**src/rtl/load_store_unit.sv**
```systemverilog
// load_store_unit: MEM-stage load/store unit of the pipelined RV32 core.
// Takes one request at a time and drives a byte-write-enable RAM with a
// one-cycle registered read. A misaligned access that crosses a word
// boundary is split into two RAM accesses. Load data is returned aligned
// and sign- or zero-extended.
module load_store_unit #(
  parameter int ADDR_W           = 10,
  parameter bit ALLOW_MISALIGNED = 1'b1
) (
  input  logic              clk,
  input  logic              rst,
  input  logic              req_valid,
  output logic              req_ready,
  input  logic              req_store,
  input  logic [2:0]        req_funct3,
  input  logic [31:0]       req_addr,
  input  logic [31:0]       req_wdata,
  output logic              resp_valid,
  output logic [31:0]       resp_rdata,
  output logic              resp_err,
  output logic              mem_ena,
  output logic [3:0]        mem_wea,
  output logic [ADDR_W-1:0] mem_addra,
  output logic [31:0]       mem_dina,
  input  logic [31:0]       mem_douta
);

  typedef enum logic [2:0] {
    S_IDLE,
    S_ACC0,
    S_ACC1,
    S_CAP,
    S_RESP
  } state_t;

  state_t r_state;
  state_t w_next;

  // latched request
  logic              r_store;
  logic [2:0]        r_funct3;
  logic [ADDR_W+1:0] r_addr;
  logic [31:0]       r_wdata;
  logic              r_err;

  // low word of a split load, and the registered response data
  logic [31:0]       r_lo;
  logic [31:0]       r_rdata;

  logic              w_accept;
  logic              w_req_err;

  logic [1:0]        w_off;
  logic [3:0]        w_size;
  logic              w_split;
  logic [ADDR_W-1:0] w_word0;
  logic [ADDR_W-1:0] w_word1;
  logic [7:0]        w_bytemask;
  logic [7:0]        w_lanes;
  logic [31:0]       w_dina0;
  logic [31:0]       w_dina1;

  logic [31:0]       w_lo;
  logic [31:0]       w_hi;
  logic [63:0]       w_pair;
  logic [31:0]       w_raw;
  logic [31:0]       w_ext;

  // upper address bits are ignored by design
  logic              w_unused;
  assign w_unused = &{1'b0, req_addr[31:ADDR_W+2], w_pair[63:32]};

  assign w_accept = req_valid && (r_state == S_IDLE) && !rst;

  // Classify the incoming request as legal or error at accept time
  always_comb begin
    w_req_err = 1'b0;
    case (req_funct3)
      3'b000, 3'b001, 3'b010: w_req_err = 1'b0;
      3'b100, 3'b101:         w_req_err = req_store;
      default:                w_req_err = 1'b1;
    endcase
    if (!ALLOW_MISALIGNED) begin
      case (req_funct3[1:0])
        2'b01:   if (req_addr[0]) w_req_err = 1'b1;
        2'b10:   if (req_addr[1:0] != 2'b00) w_req_err = 1'b1;
        default: ;
      endcase
    end
  end

  // Decode of the latched request (RAM outputs derive only from these)
  always_comb begin
    w_off = r_addr[1:0];
    case (r_funct3[1:0])
      2'b00:   w_size = 4'd1;
      2'b01:   w_size = 4'd2;
      default: w_size = 4'd4;
    endcase
    w_split    = (({2'b00, w_off} + w_size) > 4'd4);
    w_word0    = r_addr[ADDR_W+1:2];
    w_word1    = w_word0 + ADDR_W'(1);
    w_bytemask = (8'd1 << w_size) - 8'd1;
    w_lanes    = w_bytemask << w_off;
    w_dina0    = r_wdata << {w_off, 3'b000};
    w_dina1    = r_wdata >> {(3'd4 - {1'b0, w_off}), 3'b000};
  end

  // Assemble, align and extend load data in the capture cycle
  always_comb begin
    w_lo   = w_split ? r_lo : mem_douta;
    w_hi   = w_split ? mem_douta : '0;
    w_pair = {w_hi, w_lo} >> {w_off, 3'b000};
    w_raw  = w_pair[31:0];
    case (r_funct3)
      3'b000:  w_ext = {{24{w_raw[7]}}, w_raw[7:0]};
      3'b100:  w_ext = {24'h000000, w_raw[7:0]};
      3'b001:  w_ext = {{16{w_raw[15]}}, w_raw[15:0]};
      3'b101:  w_ext = {16'h0000, w_raw[15:0]};
      default: w_ext = w_raw;
    endcase
  end

  // State register
  always_ff @(posedge clk) begin
    if (rst) begin
      r_state <= S_IDLE;
    end else begin
      r_state <= w_next;
    end
  end

  // Next-state and output decode; every output is forced low while rst is high
  always_comb begin
    w_next     = r_state;
    req_ready  = 1'b0;
    resp_valid = 1'b0;
    resp_err   = 1'b0;
    resp_rdata = '0;
    mem_ena    = 1'b0;
    mem_wea    = '0;
    mem_addra  = '0;
    mem_dina   = '0;

    case (r_state)
      S_IDLE: begin
        if (w_accept) begin
          w_next = w_req_err ? S_RESP : S_ACC0;
        end
      end
      S_ACC0: begin
        if (w_split) begin
          w_next = S_ACC1;
        end else if (r_store) begin
          w_next = S_RESP;
        end else begin
          w_next = S_CAP;
        end
      end
      S_ACC1: begin
        w_next = r_store ? S_RESP : S_CAP;
      end
      S_CAP: begin
        w_next = S_RESP;
      end
      S_RESP: begin
        w_next = S_IDLE;
      end
      default: begin
        w_next = S_IDLE;
      end
    endcase

    if (!rst) begin
      req_ready  = (r_state == S_IDLE);
      resp_valid = (r_state == S_RESP);
      resp_err   = (r_state == S_RESP) && r_err;
      resp_rdata = r_rdata;
      case (r_state)
        S_ACC0: begin
          mem_ena   = 1'b1;
          mem_addra = w_word0;
          if (r_store) begin
            mem_wea  = w_lanes[3:0];
            mem_dina = w_dina0;
          end
        end
        S_ACC1: begin
          mem_ena   = 1'b1;
          mem_addra = w_word1;
          if (r_store) begin
            mem_wea  = w_lanes[7:4];
            mem_dina = w_dina1;
          end
        end
        default: ;
      endcase
    end
  end

  // Request latch, split-load low word capture and response data register
  always_ff @(posedge clk) begin
    if (rst) begin
      r_store  <= 1'b0;
      r_funct3 <= '0;
      r_addr   <= '0;
      r_wdata  <= '0;
      r_err    <= 1'b0;
      r_lo     <= '0;
      r_rdata  <= '0;
    end else begin
      if (w_accept) begin
        r_store  <= req_store;
        r_funct3 <= req_funct3;
        r_addr   <= req_addr[ADDR_W+1:0];
        r_wdata  <= req_wdata;
        r_err    <= w_req_err;
      end
      // in ACC1 the RAM presents the word read during ACC0
      if (r_state == S_ACC1) begin
        r_lo <= mem_douta;
      end
      // stores and errors respond with zero data; loads with the extended result
      if (w_next == S_RESP) begin
        r_rdata <= (r_state == S_CAP) ? w_ext : '0;
      end
    end
  end

endmodule

```
**config.mk**
```make
export PLATFORM = sky130hd
export DESIGN_NAME = load_store_unit
export DESIGN_NICKNAME = d
export VERILOG_FILES = /design/src/rtl/load_store_unit.sv
export SDC_FILE = /design/constraint.sdc
export NUM_CORES = 1
export LEC_CHECK = 0
export CAP_MARGIN = 20
export CORE_MARGIN = 8
export CORE_UTILIZATION = 60
export CTS_BUF_LIST = sky130_fd_sc_hd__clkbuf_4
export DETAILED_ROUTE_END_ITERATION = 7
export DONT_BUFFER_PORTS = 1
export GPL_ROUTABILITY_DRIVEN = 1
export HOLD_SLACK_MARGIN = 0.03
export PLACE_DENSITY = 0.74
export SETUP_SLACK_MARGIN = 0.1
export SYNTH_ARGS = -nofsm -noshare
export SYNTH_HDL_FRONTEND = slang
export SYNTH_SLANG_ARGS = --single-unit
```
**constraint.sdc**
```tcl
create_clock -name clk -period 4.7 [get_ports clk]
set_input_delay 0.47 -clock clk [delete_from_list [all_inputs] [get_ports clk]]
set_output_delay 0.47 -clock clk [all_outputs]
set_load 0.005 [all_outputs]
```
==> results.toml <==
[timing]
setup_viol = 0
max_slew_margin = 0.2350
tightest_slew_ns = 1.147
fmax_mhz = 257.7
clock_skew_ns = 0.01995
drv_slew = 0
period_share = 0.8258
hold_violations = 0
fin_setup_tns_ns = 0
layout_min_cycle_time_ns = 3.881
rsz0062_at_grt = "no"

[final_layout]
final_common_cell = "nand2_1"
fin_cells = 1191
mostFrequentLayoutCells = "220 x nand2_1, 114 x dfxtp_1, 106 x a21oi_1"
fin_nets = 1115
n_fill_cell = 1024
synthToLayoutAreaGrowth_pct = 13.85
drive_gt1_frac = 0.09921
fin_area_mm2 = 0.008642

[drt]
wl_mm = 23.70
via_per_inst = 6.224
first_pass_iters = 5
drtIter0Drc = 776
wl_per_cell_um = 19.90
drc = 0
vias = 7413
ant_nets = 0

[placed_design]
dp_hpwl_mm = 15.20
gp_congestion = 0.9395
dpl.cell_count = 1083
placed_area_mm2 = 0.007567
port_buffers = 0

[worst_setup_path]
critPathMaxStageDelay_ns = 0.78
cp-start-kind = "flop"
critPathArrivalTime_ns = 4.35
cp_max_fo = 27
r2r_cells = 10
endpoint_kind = "flop"
required_ns = 5.17
cp_slowest_cell = "ha_1"
ff2ff_setup_slack_ns = 0.82
critPathKind = "reg -> reg"
crit_chain = "or2_2 > ha_1 > inv_2 > o32a_4 > nand3_4 > mux4_2 > mux2i_4 > a221oi_4 > buf_4 > o32ai_1"

[logic_synthesis]
synth_nets = 1092
synth-edff-count = 0
synthFlopType = "dfxtp_1"
postSynthAreaPerCell_um2 = 7.730
ys_seq_area_frac = 0.3059
synthCells = 982
netlist_area_mm2 = 0.007591
ys_ff_latch = 116
ys.warnings.count = 0
async_reset_ff_frac = 0
synth_cell_type_count = 60

[global_routing]
grt_usage = 0.2829
overflow = 0
grt_pass1_vias = 7050
grt_max_degree = 87
grt_pass1_wl_mm = 36.92
antenna_found_initial = 1

[cts]
max-clock-path-buffers = 2
postCtsHoldBufs = 73
cts_resized = 0
cts-root-buf = "clkbuf_4"
cts_tree = "done"
clk_latency_ns = 0.58
htreeDepth = 4
path_clk_slew_ns = 0.11
cts.sinks = 116
cts-buffers-inserted = 17
cts_setup_buffers = 0

[power]
p_leak_nw = 3.102
vdd_drop_max_mv = 0.2429
power_density_mw_per_mm2 = 329.8

[die]
die-area_mm2 = 0.01651
start_util = 0.6090
io_pins = 185
core_area_mm2 = 0.01247
die_x_um = 128.5
die_h_um = 128.5
num_rows = 41

[min_path]
min_path_type = "in -> reg"
hold_depth = 2

[outcome]
status = "completed"

[job]
drv_cap = 0
==> state kept, by name (all words and copies together), names as in the netlist <==
register,flops
r_funct3,3
r_state,3
r_rdata,32
r_lo,32
r_addr,12
r_store,1
r_wdata,32
r_err,1
==> Yosys cell counts (4+ instances only) <==
library cell	count	area (um^2)
a211oi_1	10	75.07
a21o_1	4	30.03
a21oi_1	106	530.5
a22oi_1	18	135.1
a2bb2oi_1	22	192.7
a311oi_1	5	43.79
a31oi_1	5	31.28
a32oi_1	8	70.07
buf_1	8	30.03
buf_2	9	45.04
clkbuf_1	63	236.5
dfxtp_1	116	2322
ha_1	7	87.58
inv_1	28	105.1
mux2_2	16	180.2
mux2i_1	91	910.9
mux4_2	10	225.2
nand2_1	220	825.8
nand2b_1	17	106.4
nand3_1	13	65.06
nor2_1	62	232.7
nor2b_1	18	112.6
nor3_1	8	40.04
o21ai_0	44	220.2
o21ba_2	8	80.08
o2bb2ai_1	9	78.83
o32ai_1	6	52.55
o32ai_2	8	130.1
==> final timing paths <==
check,start,to
max,r_funct3[1],r_rdata[16]
min,req_wdata[14],r_wdata[14]
max reg2reg,r_funct3[1],r_rdata[16]
min reg2reg,r_lo[25],r_lo[25]
==> through the flow <==
step,utilization,setup WS [ns],hold slack [ns],total power [mW]
after global routing,0.6933,0.5828,0.03214,3.000
final,0.6933,0.8189,0.04106,2.850
after floorplan,-,1.094,0.4360,1.838
after global placement,0.6070,0.9335,0.4354,1.977
after CTS,0.6915,0.8311,0.03068,2.846
after detailed placement,0.6070,0.8609,0.4410,1.989
==> logic make-up after synthesis <==
group | count (synthesis) | synth area share
buf+inv | 113 | 0.05983
compound gates | 266 | 0.2400
simple gates | 360 | 0.2041
mux | 118 | 0.1764
flops | 116 | 0.3059
fa+ha+maj | 7 | 0.01154
xor+xnor | 2 | 0.002308
==> layer usage <==
metal | routed length, um | global-route usage | vias up | part of all wire
li1 | - | - | 3516 | -
met2 | 11050 | 0.4478 | 378 | 0.47
met4 | 1088 | 0.1524 | 0 | 0.046
met1 | 9444 | 0.3382 | 3453 | 0.40
met3 | 2122 | 0.08606 | 66 | 0.090
met5 | 0 | 0 | - | 0
==> critical path, delay by kind of cell (launching register included) <==
kind | cells | cell delay (ns)
DFF | 1 | 0.42
and+or+nand+nor | 2 | 0.57
AOI/OAI and AO/OA | 3 | 0.80
muxes | 2 | 0.82
buffers and inverters | 2 | 0.38
adders and majority gates | 1 | 0.78
==> area by class of cell <==
class                      instances  area, um^2  share of cell area
inverter                          30       112.6             0.01303
sequential                       116        2327              0.2693
timing repair buffer              87       858.3             0.09932
multi-input combinational        753        4822              0.5580
tap                              172       215.2             0.02490
clock inverter                    15       176.4             0.02041
clock buffer                      17       127.6             0.01477
antenna                            1       2.502           0.0002896
==> power breakdown <==
part	switching [mW]	total, mW	internal, mW	leakage (nW)
registers	0.0797	1.15	1.07	0.942
logic	0.541	0.905	0.363	2.00
clock network	0.427	0.799	0.372	0.158
total	1.05	2.85	1.80	3.10
No activity file was read; power rests on OpenSTA's default activity.
